**config.mk**
```make
export PLATFORM = sky130hd
export DESIGN_NAME = psum_acc_spad_flat
export DESIGN_NICKNAME = d
export VERILOG_FILES = /design/src/rtl/psum_acc_spad_pkg.sv /design/src/rtl/psum_acc_spad_if.sv /design/src/rtl/psum_acc_spad_sat_add.sv /design/src/rtl/psum_acc_spad.sv /design/src/flat_wrapper.sv
export SDC_FILE = /design/constraint.sdc
export NUM_CORES = 1
export LEC_CHECK = 0
export CAP_MARGIN = 30
export CORE_MARGIN = 10
export CORE_UTILIZATION = 45
export CTS_BUF_LIST = sky130_fd_sc_hd__clkbuf_4 sky130_fd_sc_hd__clkbuf_8 sky130_fd_sc_hd__clkbuf_16
export DETAILED_ROUTE_END_ITERATION = 12
export PLACE_DENSITY = 0.6
export SLEW_MARGIN = 20
export SYNTH_ARGS = -nofsm -noshare
export SYNTH_HDL_FRONTEND = slang
export SYNTH_SLANG_ARGS = --single-unit
```
**constraint.sdc**
```tcl
create_clock -name clk -period 5.17 [get_ports clk]
set_clock_uncertainty 0.2 [all_clocks]
set_input_delay 0.7755 -clock clk [delete_from_list [all_inputs] [get_ports clk]]
set_output_delay 0.7755 -clock clk [all_outputs]
set_load 0.01 [all_outputs]
```
**src/rtl/psum_acc_spad_pkg.sv**
```systemverilog
// Shared definitions for the partial-sum scratchpad: request opcodes and
// the clear sequencer states.
package psum_acc_spad_pkg;

    typedef enum logic [1:0] {
        OP_READ  = 2'b00,
        OP_WRITE = 2'b01,
        OP_ACC   = 2'b10,
        OP_CLEAR = 2'b11
    } op_e;

    typedef enum logic {
        ST_IDLE  = 1'b0,
        ST_CLEAR = 1'b1
    } state_e;

endpackage

```
**src/rtl/psum_acc_spad_if.sv**
```systemverilog
// Request/response bundle of the partial-sum scratchpad.
interface psum_acc_spad_if
    import psum_acc_spad_pkg::*;
#(
    parameter int DATA_W = 16,
    parameter int ADDR_W = 5
);
    logic                     req_valid;
    logic                     req_ready;
    op_e                      req_op;
    logic [ADDR_W-1:0]        req_addr;
    logic signed [DATA_W-1:0] req_data;
    logic                     rd_valid;
    logic signed [DATA_W-1:0] rd_data;
    logic                     busy;
    logic                     err;

    modport master (
        output req_valid, req_op, req_addr, req_data,
        input  req_ready, rd_valid, rd_data, busy, err
    );

    modport slave (
        input  req_valid, req_op, req_addr, req_data,
        output req_ready, rd_valid, rd_data, busy, err
    );
endinterface

```
**src/rtl/psum_acc_spad_sat_add.sv**
```systemverilog
// Signed adder with optional saturation to the DATA_W range (SAT=1) or
// plain two's-complement wrap (SAT=0).
module sat_add #(
    parameter int DATA_W = 16,
    parameter int SAT    = 1
) (
    input  logic signed [DATA_W-1:0] a,
    input  logic signed [DATA_W-1:0] b,
    output logic signed [DATA_W-1:0] y
);
    localparam logic signed [DATA_W-1:0] MAX_V = {1'b0, {(DATA_W-1){1'b1}}};
    localparam logic signed [DATA_W-1:0] MIN_V = {1'b1, {(DATA_W-1){1'b0}}};

    // Overflow shows up as disagreement between the guard bit and the sign bit.
    function automatic logic signed [DATA_W-1:0] sat_fn(input logic signed [DATA_W:0] s);
        if (s[DATA_W] != s[DATA_W-1]) begin
            return s[DATA_W] ? MIN_V : MAX_V;
        end
        return s[DATA_W-1:0];
    endfunction

    logic signed [DATA_W:0] sum_w;

    assign sum_w = {a[DATA_W-1], a} + {b[DATA_W-1], b};
    assign y     = (SAT != 0) ? sat_fn(sum_w) : sum_w[DATA_W-1:0];
endmodule

```
**src/rtl/psum_acc_spad.sv**
```systemverilog
// Partial-sum scratchpad: read/write/accumulate on a register array with a
// 2-stage accumulate pipeline, result forwarding and a sequential clear-all.
module psum_acc_spad
    import psum_acc_spad_pkg::*;
#(
    parameter int DATA_W = 16,
    parameter int DEPTH  = 24,
    parameter int ADDR_W = 5,
    parameter int SAT    = 1
) (
    input logic            clk,
    input logic            reset,
    psum_acc_spad_if.slave bus
);
    localparam logic [ADDR_W:0]   DEPTH_L = (ADDR_W+1)'(DEPTH);
    localparam logic [ADDR_W-1:0] LAST    = ADDR_W'(DEPTH-1);

    state_e                   state_q, state_d;
    logic [ADDR_W-1:0]        clr_idx_q, clr_idx_d;
    logic                     clearing, accept, in_range;
    logic                     rd_fire, wr_fire, acc_fire, clr_fire;
    logic                     vld_p1;
    logic [ADDR_W-1:0]        addr_p1;
    logic signed [DATA_W-1:0] addend_p1, old_p1, sum_p1;
    logic signed [DATA_W-1:0] mem [DEPTH];

    assign clearing      = (state_q == ST_CLEAR);
    assign bus.busy      = clearing;
    assign bus.req_ready = !clearing;
    assign accept        = bus.req_valid && !clearing && !reset;
    assign in_range      = ({1'b0, bus.req_addr} < DEPTH_L);
    assign rd_fire       = accept && (bus.req_op == OP_READ);
    assign wr_fire       = accept && (bus.req_op == OP_WRITE) && in_range;
    assign acc_fire      = accept && (bus.req_op == OP_ACC) && in_range;
    assign clr_fire      = accept && (bus.req_op == OP_CLEAR);

    // Reset lands in CLEAR so memory is zeroed before first use.
    always_ff @(posedge clk) begin
        if (reset) begin
            state_q   <= ST_CLEAR;
            clr_idx_q <= '0;
        end else begin
            state_q   <= state_d;
            clr_idx_q <= clr_idx_d;
        end
    end

    always_comb begin
        state_d   = state_q;
        clr_idx_d = clr_idx_q;
        case (state_q)
            ST_IDLE: begin
                if (clr_fire) begin
                    state_d   = ST_CLEAR;
                    clr_idx_d = '0;
                end
            end
            ST_CLEAR: begin
                if (clr_idx_q == LAST) state_d = ST_IDLE;
                else                   clr_idx_d = clr_idx_q + 1'b1;
            end
            default: state_d = ST_IDLE;
        endcase
    end

    // Stage 1 -> 2: capture accumulate address and addend at acceptance.
    always_ff @(posedge clk) begin
        if (reset) vld_p1 <= 1'b0;
        else       vld_p1 <= acc_fire;
    end

    always_ff @(posedge clk) begin
        if (acc_fire) begin
            addr_p1   <= bus.req_addr;
            addend_p1 <= bus.req_data;
        end
    end

    assign old_p1 = mem[addr_p1];

    sat_add #(
        .DATA_W(DATA_W),
        .SAT   (SAT)
    ) u_sat_add (
        .a(old_p1),
        .b(addend_p1),
        .y(sum_p1)
    );

    // Later assignments take priority: a same-edge write beats the stage-2 result.
    always_ff @(posedge clk) begin
        if (vld_p1 && !reset) mem[addr_p1]       <= sum_p1;
        if (wr_fire)          mem[bus.req_addr]  <= bus.req_data;
        if (clearing)         mem[clr_idx_q]     <= '0;
    end

    always_ff @(posedge clk) begin
        if (reset) begin
            bus.rd_valid <= 1'b0;
            bus.rd_data  <= '0;
            bus.err      <= 1'b0;
        end else begin
            bus.rd_valid <= rd_fire;
            bus.err      <= accept && (bus.req_op != OP_CLEAR) && !in_range;
            if (rd_fire) begin
                if (!in_range)                               bus.rd_data <= '0;
                else if (vld_p1 && addr_p1 == bus.req_addr)  bus.rd_data <= sum_p1;
                else                                         bus.rd_data <= mem[bus.req_addr];
            end
        end
    end
endmodule

```
**src/flat_wrapper.sv**
```systemverilog
// flat-port wrapper written by rule: the top's interface ports become plain ports
module psum_acc_spad_flat import psum_acc_spad_pkg::*;
#(
    parameter int DATA_W = 16,
    parameter int DEPTH  = 24,
    parameter int ADDR_W = 5,
    parameter int SAT    = 1
)
  (clk, reset, bus_req_valid, bus_req_op, bus_req_addr, bus_req_data, bus_req_ready, bus_rd_valid, bus_rd_data, bus_busy, bus_err);
  psum_acc_spad_if #(.DATA_W(DATA_W), .ADDR_W(ADDR_W)) bus_i ();
  input logic clk;
  input logic reset;
  input wire logic [$bits(bus_i.req_valid)-1:0] bus_req_valid;
  input wire logic [$bits(bus_i.req_op)-1:0] bus_req_op;
  input wire logic [$bits(bus_i.req_addr)-1:0] bus_req_addr;
  input wire logic [$bits(bus_i.req_data)-1:0] bus_req_data;
  output wire logic [$bits(bus_i.req_ready)-1:0] bus_req_ready;
  output wire logic [$bits(bus_i.rd_valid)-1:0] bus_rd_valid;
  output wire logic [$bits(bus_i.rd_data)-1:0] bus_rd_data;
  output wire logic [$bits(bus_i.busy)-1:0] bus_busy;
  output wire logic [$bits(bus_i.err)-1:0] bus_err;
  assign bus_i.req_valid = bus_req_valid;
  assign bus_i.req_op = bus_req_op;
  assign bus_i.req_addr = bus_req_addr;
  assign bus_i.req_data = bus_req_data;
  assign bus_req_ready = bus_i.req_ready;
  assign bus_rd_valid = bus_i.rd_valid;
  assign bus_rd_data = bus_i.rd_data;
  assign bus_busy = bus_i.busy;
  assign bus_err = bus_i.err;
  psum_acc_spad #(.DATA_W(DATA_W), .DEPTH(DEPTH), .ADDR_W(ADDR_W), .SAT(SAT)) u_core (.clk(clk), .reset(reset), .bus(bus_i));
endmodule
```
======== Word-level counts from Yosys, hierarchy flattened ========
Memory sizes are Yosys's and may differ from the RTL's. A register that Yosys moved wholly into a read port is not among the register bits.
Index checks and enable logic that the tools add are counted.
word-level totals
  register bits ........................... 46
  bits in writable memories ............... 384
  input bits .............................. 26
  output and inout port bits .............. 20
  memories ................................ 1
operators by class
  add/sub/neg operators ................... 2
  order comparisons ....................... 1
  eq/ne operators ......................... 9
  mux-type cells .......................... 22
  bitwise logic cells ..................... 1
  reductions and logical operators ........ 18
memory list
  memory      words  bits a word  rd ports  clocked after memory_dff  write ports  RTL line             source
  u_core.mem  24     16           2         1                         2            psum_acc_spad.sv:25  logic signed [DATA_W-1:0] mem [DEPTH];
operators with widths
  kind                 count
  $mux 16              6
  $mux 5               4
  $add 16x16->17       1
  $reduce_or 16->1     1
  $logic_and 1x1->1    12
  $mux 1               10
  $pmux 5 s2           1
  $add 5x1->5 const B  1
  $eq 5x5->1           1
  $eq 5x5->1 const B   1
  $lt 5x5->1 const B   1
  $eq 2x2->1 const B   2
  $ne 2x2->1 const B   2
  $logic_not 1->1      3
  $eq 2x1->1 const B   1
  $logic_not 2->1      1
  $ne 2x1->1 const B   1
  $pmux 1 s2           1
  $reduce_and 2->1     1
  $ne 1x1->1           1
  $not 1->1            1

======== Longest topological paths before layout ========
  depth in word-level cells ............... 8
  gate-level depth with buffers ........... 19
  mapped depth without buffers ............ 13

======== Modules after synthesis ========
Synthesis repeated with hierarchy kept, for this count alone.
unflattened totals
  cells, all modules ...................... 2117
  area, all modules ....................... 25200.4 um^2
by module, submodules not included
  module         instances  cells an instance  area each (um^2)
  psum_acc_spad  1          1967               24060.6
  sat_add        1          150                1139.8

======== Least setup slack after synthesis ========
No wires, ideal clock.
  path kind ............................... reg-to-reg
  start point ............................. register with a tool-made name
  end point ............................... memory u_core.mem[10][4], data pin
  library setup time ...................... 0.272 ns
  arrival time ............................ 4.485 ns
  required time ........................... 4.698 ns
  slack ................................... 0.213 ns
  stages on the path, launching flop included .. 19
  path buffers ............................ 5
  path through ............................ dfxtp_1 clkbuf_1 buf_1 mux4_2 mux4_2 nor2_1 a21oi_1 ha_1 fa_1 a21oi_1 o211a_1 nor3_1 o31ai_4 buf_4 buf_4 nor2_1 a22oi_2 buf_2 mux2i_1
RTL lines
  element    RTL line
  to (decl)  psum_acc_spad.sv:25

==> out/metrics.cfg <==
[sta]
finalCriticalPeriod_ns=4.915
tightest_slew_ns=1.031
maxSlewViolCount=0
fin_tns_setup_ns=0
finalHoldViolCount=0
final.setup.worst_slack_ns=0.2549
fmax_mhz=203.5
final.period_utilization_pct=95.07
whs_ns=0.2784
rsz0062_at_grt=no
setup_violations=0
slew_headroom_pct=30.95

[grt]
busiest_layer=met2
grt_overflow=0
use_met1_pct=32.93
antenna_found_initial=1
grt_max_degree=54
globalRouteMet3Util_pct=6.084
grt_pass1_vias=17680
grtUsageTotal_pct=25.49
met2_usage_pct=40.45
grt_pass1_wl_microns=124800

[floorplan]
ios=46
die_height_microns=258.8
die_w_microns=258.8
fp.coreArea_sq_um=56390
rows=87
die_area_sq_um=66980
start_util_pct=45.51

[finish]
multi_input_area_sq_um=12010
drive_above_1_share_pct=30.88
n_fill_cell=4767
regArea_sq_um=12770
layout.nets=2109
n_antenna_cell=0
final_cell_count_no_fill=2861
area_growth_pct=13.59

[clock_network]
clkTransAtPathRegs_ns=0.06
clock_sinks=435
cts_made_buffers=49
clk_latency_ns=0.61
cts_tree=built
cts_root_buf=clkbuf_16
cts_htree_levels=2
cts_buffer_depth=3

[power_and_ir_drop]
peakVddDrop_mv=0.2089
switchingPower_w=0.001802
pwr-share-comb_pct=7.1
power_density_nw_per_um2=269.1
leakage_nw=9.251
switching_share_pct=22.97
pwr-share-clk_pct=43.0
seqPwrFrac_pct=49.9
power_w=0.007844
internal-power_w=0.006042

[placement]
dpl.hpwl_microns=56880
dp_cells=2764
portBuffers=45
dp_slack_ns=0.1095
finalWeightedCongestion=0.9134

[logic_synthesis]
syn_inst=2069
syn_area_per_cell_sq_um=12.40
synth_flop_cell=edfxtp_1
yosysWarnings=0
ys_ff_latch=435
yosysSeqAreaShare_pct=49.73
async_reset_ff_share_pct=0
mappedNetlistArea_sq_um=25660
yosysUniqueCellTypes=65
synth_edf_count=405
syn_nets=2113

[worst_setup_path]
criticalPathCategory=reg2reg
reg2reg_depth=14
worstPathArrival_ns=5.03
path_max_fanout=25
cp.buffers_inverters=2
cpPeakStageDelay_ns=0.65
cp.required_ns=5.28
crit_path_start_kind=flip-flop
crit_slowest_cell=or4b_2
end_kind=flip-flop
cp.depth=14
path_cells=buf_12 -> mux4_2 -> mux4_2 -> nor2_1 -> a21oi_1 -> ha_1 -> a211oi_2 -> o31a_1 -> a21oi_1 -> or4b_2 -> nand4_1 -> maj3_2 -> buf_12 -> o21ai_0
cp_top_family=multiplexers

[route]
vias_per_cell=6.386
post_drt_wl_per_cell_microns=30.09
vias=18270
final_antenna_net_count=0
firstDrtPassIters=9
drt_iter0_drc=2331
routed_wl_microns=86090
drc=0

[run_status]
status=finished, final reports clean

[run]
maxCapViolations=0

[hold_path]
whs_path_depth=2
hold_path.class=reg2reg

## metrics by stage
step / area [sq um] / util [%]
5_1_grt: 29150 / 51.70
6_report: 29150 / 51.70
3_3_place_gp: 27420 / 48.63
3_5_place_dp: 27550 / 48.86
4_1_cts: 29080 / 51.57
2_1_floorplan: 25660 / -
## cell usage after synthesis, types with 20 or more instances
| library cell | instances | share of area (%) |
|---|---|---|
| a21oi_1 | 74 | 1.4 |
| mux2i_1 | 99 | 3.9 |
| mux4_2 | 209 | 18 |
| dfxtp_1 | 30 | 2.3 |
| o21ai_1 | 20 | 0.39 |
| nand2_1 | 345 | 5.0 |
| nor2_1 | 77 | 1.1 |
| buf_2 | 31 | 0.60 |
| clkbuf_1 | 170 | 2.5 |
| edfxtp_1 | 405 | 47 |
| o21bai_1 | 22 | 0.64 |
| a22oi_1 | 23 | 0.67 |
| o21ai_2 | 141 | 4.8 |
| o21ai_0 | 178 | 3.5 |
## worst reg2reg max path, delay by kind of cell (launching register included)
kind	cells	cell delay [ns]
AOI/OAI and AO/OA	5	0.83
adders and majority gates	2	0.58
buffers and inverters	2	0.46
DFF	1	0.46
muxes	2	1.15
and+or+nand+nor	3	0.94
## state kept, by name, summed over array words and instances, names as in the netlist, named ones only
register and flops:
u_core.addend_p1 16, u_core.bus.rd_data 16, u_core.bus.err 1, u_core.bus.busy 1
u_core.vld_p1 1, u_core.addr_p1 5, u_core.mem 384, u_core.bus.rd_valid 1
u_core.clr_idx_q 5
## power groups by stage
stage               logic [W]  clock network [W]  registers (W)
CTS                  0.000547            0.00341        0.00391
global route         0.000581            0.00355        0.00391
global placement     0.000534                  0        0.00398
floorplan            0.000343                  0        0.00397
detailed placement   0.000546                  0        0.00398
finish               0.000557            0.00338        0.00391
## cells in the final DEF, fill, tap and decap left out, drive strengths merged, types with 3 or more instances in the layout
cell type and count:
edfxtp 405, nand2 345, o21ai 339, mux4 209, buf 140, mux2i 99
nor2 77, a21oi 74, clkbuf 63, clkdlybuf4s50 42, dfxtp 30, a22oi 25
clkinv 24, o21bai 22, ha 17, nor2b 17, nor3 16, inv 15
and2 14, maj3 13, o22ai 12, xor2 9, xnor2 9, a31oi 8
nand2b 8, nand4 7, or3 6, a21o 5, nor4 5, mux2 4
nand3 4, a211oi 4, nand4b 3, nand3b 3
## area by class of cell
| type | instances | area share, % |
|---|---|---|
| sequential | 435 | 43.81 |
| clock inverter | 28 | 0.6267 |
| timing repair buffer | 182 | 6.327 |
| tap | 756 | 3.245 |
| inverter | 13 | 0.1674 |
| multi-input combinational | 1384 | 41.21 |
| clock buffer | 63 | 4.610 |
## cell families (layout without fill, tap and decap cells)
logic type	Yosys count	count (layout)	synth area share (%)
XOR/XNOR	18	18	0.6143
multiplexers	312	312	22.38
AND/OR/NAND/NOR	514	514	8.410
flip-flops	435	435	49.73
AO/OA/AOI/OAI	509	509	13.05
buffers and inverters	250	286	4.339
adder cells (fa/ha/maj)	31	31	1.477
## layer usage
metal | vias up | wire length [microns]
met3 | 199 | 9045
li1 | 7904 | -
met4 | 0 | 3870
met5 | - | 0
met2 | 1054 | 40200
met1 | 9113 | 32970
## worst paths after layout
check                               from                endpoint  slack, ns
setup / recovery               flip-flop       u_core.mem[2][13]       0.25
hold reg to reg   u_core.bus.rd_data[15]  u_core.bus.rd_data[15]       0.28
setup reg to reg               flip-flop       u_core.mem[2][13]       0.25
hold / removal    u_core.bus.rd_data[15]  u_core.bus.rd_data[15]       0.28
## repair_timing
item | 4_1_cts | 5_1_grt
gates resized for setup | 0 | 5
buffers inserted | 0 | 4
hold buffers | 0 | 0
setup endpoints to repair | 0 | 92
Power figures use the tool's default switching activity.
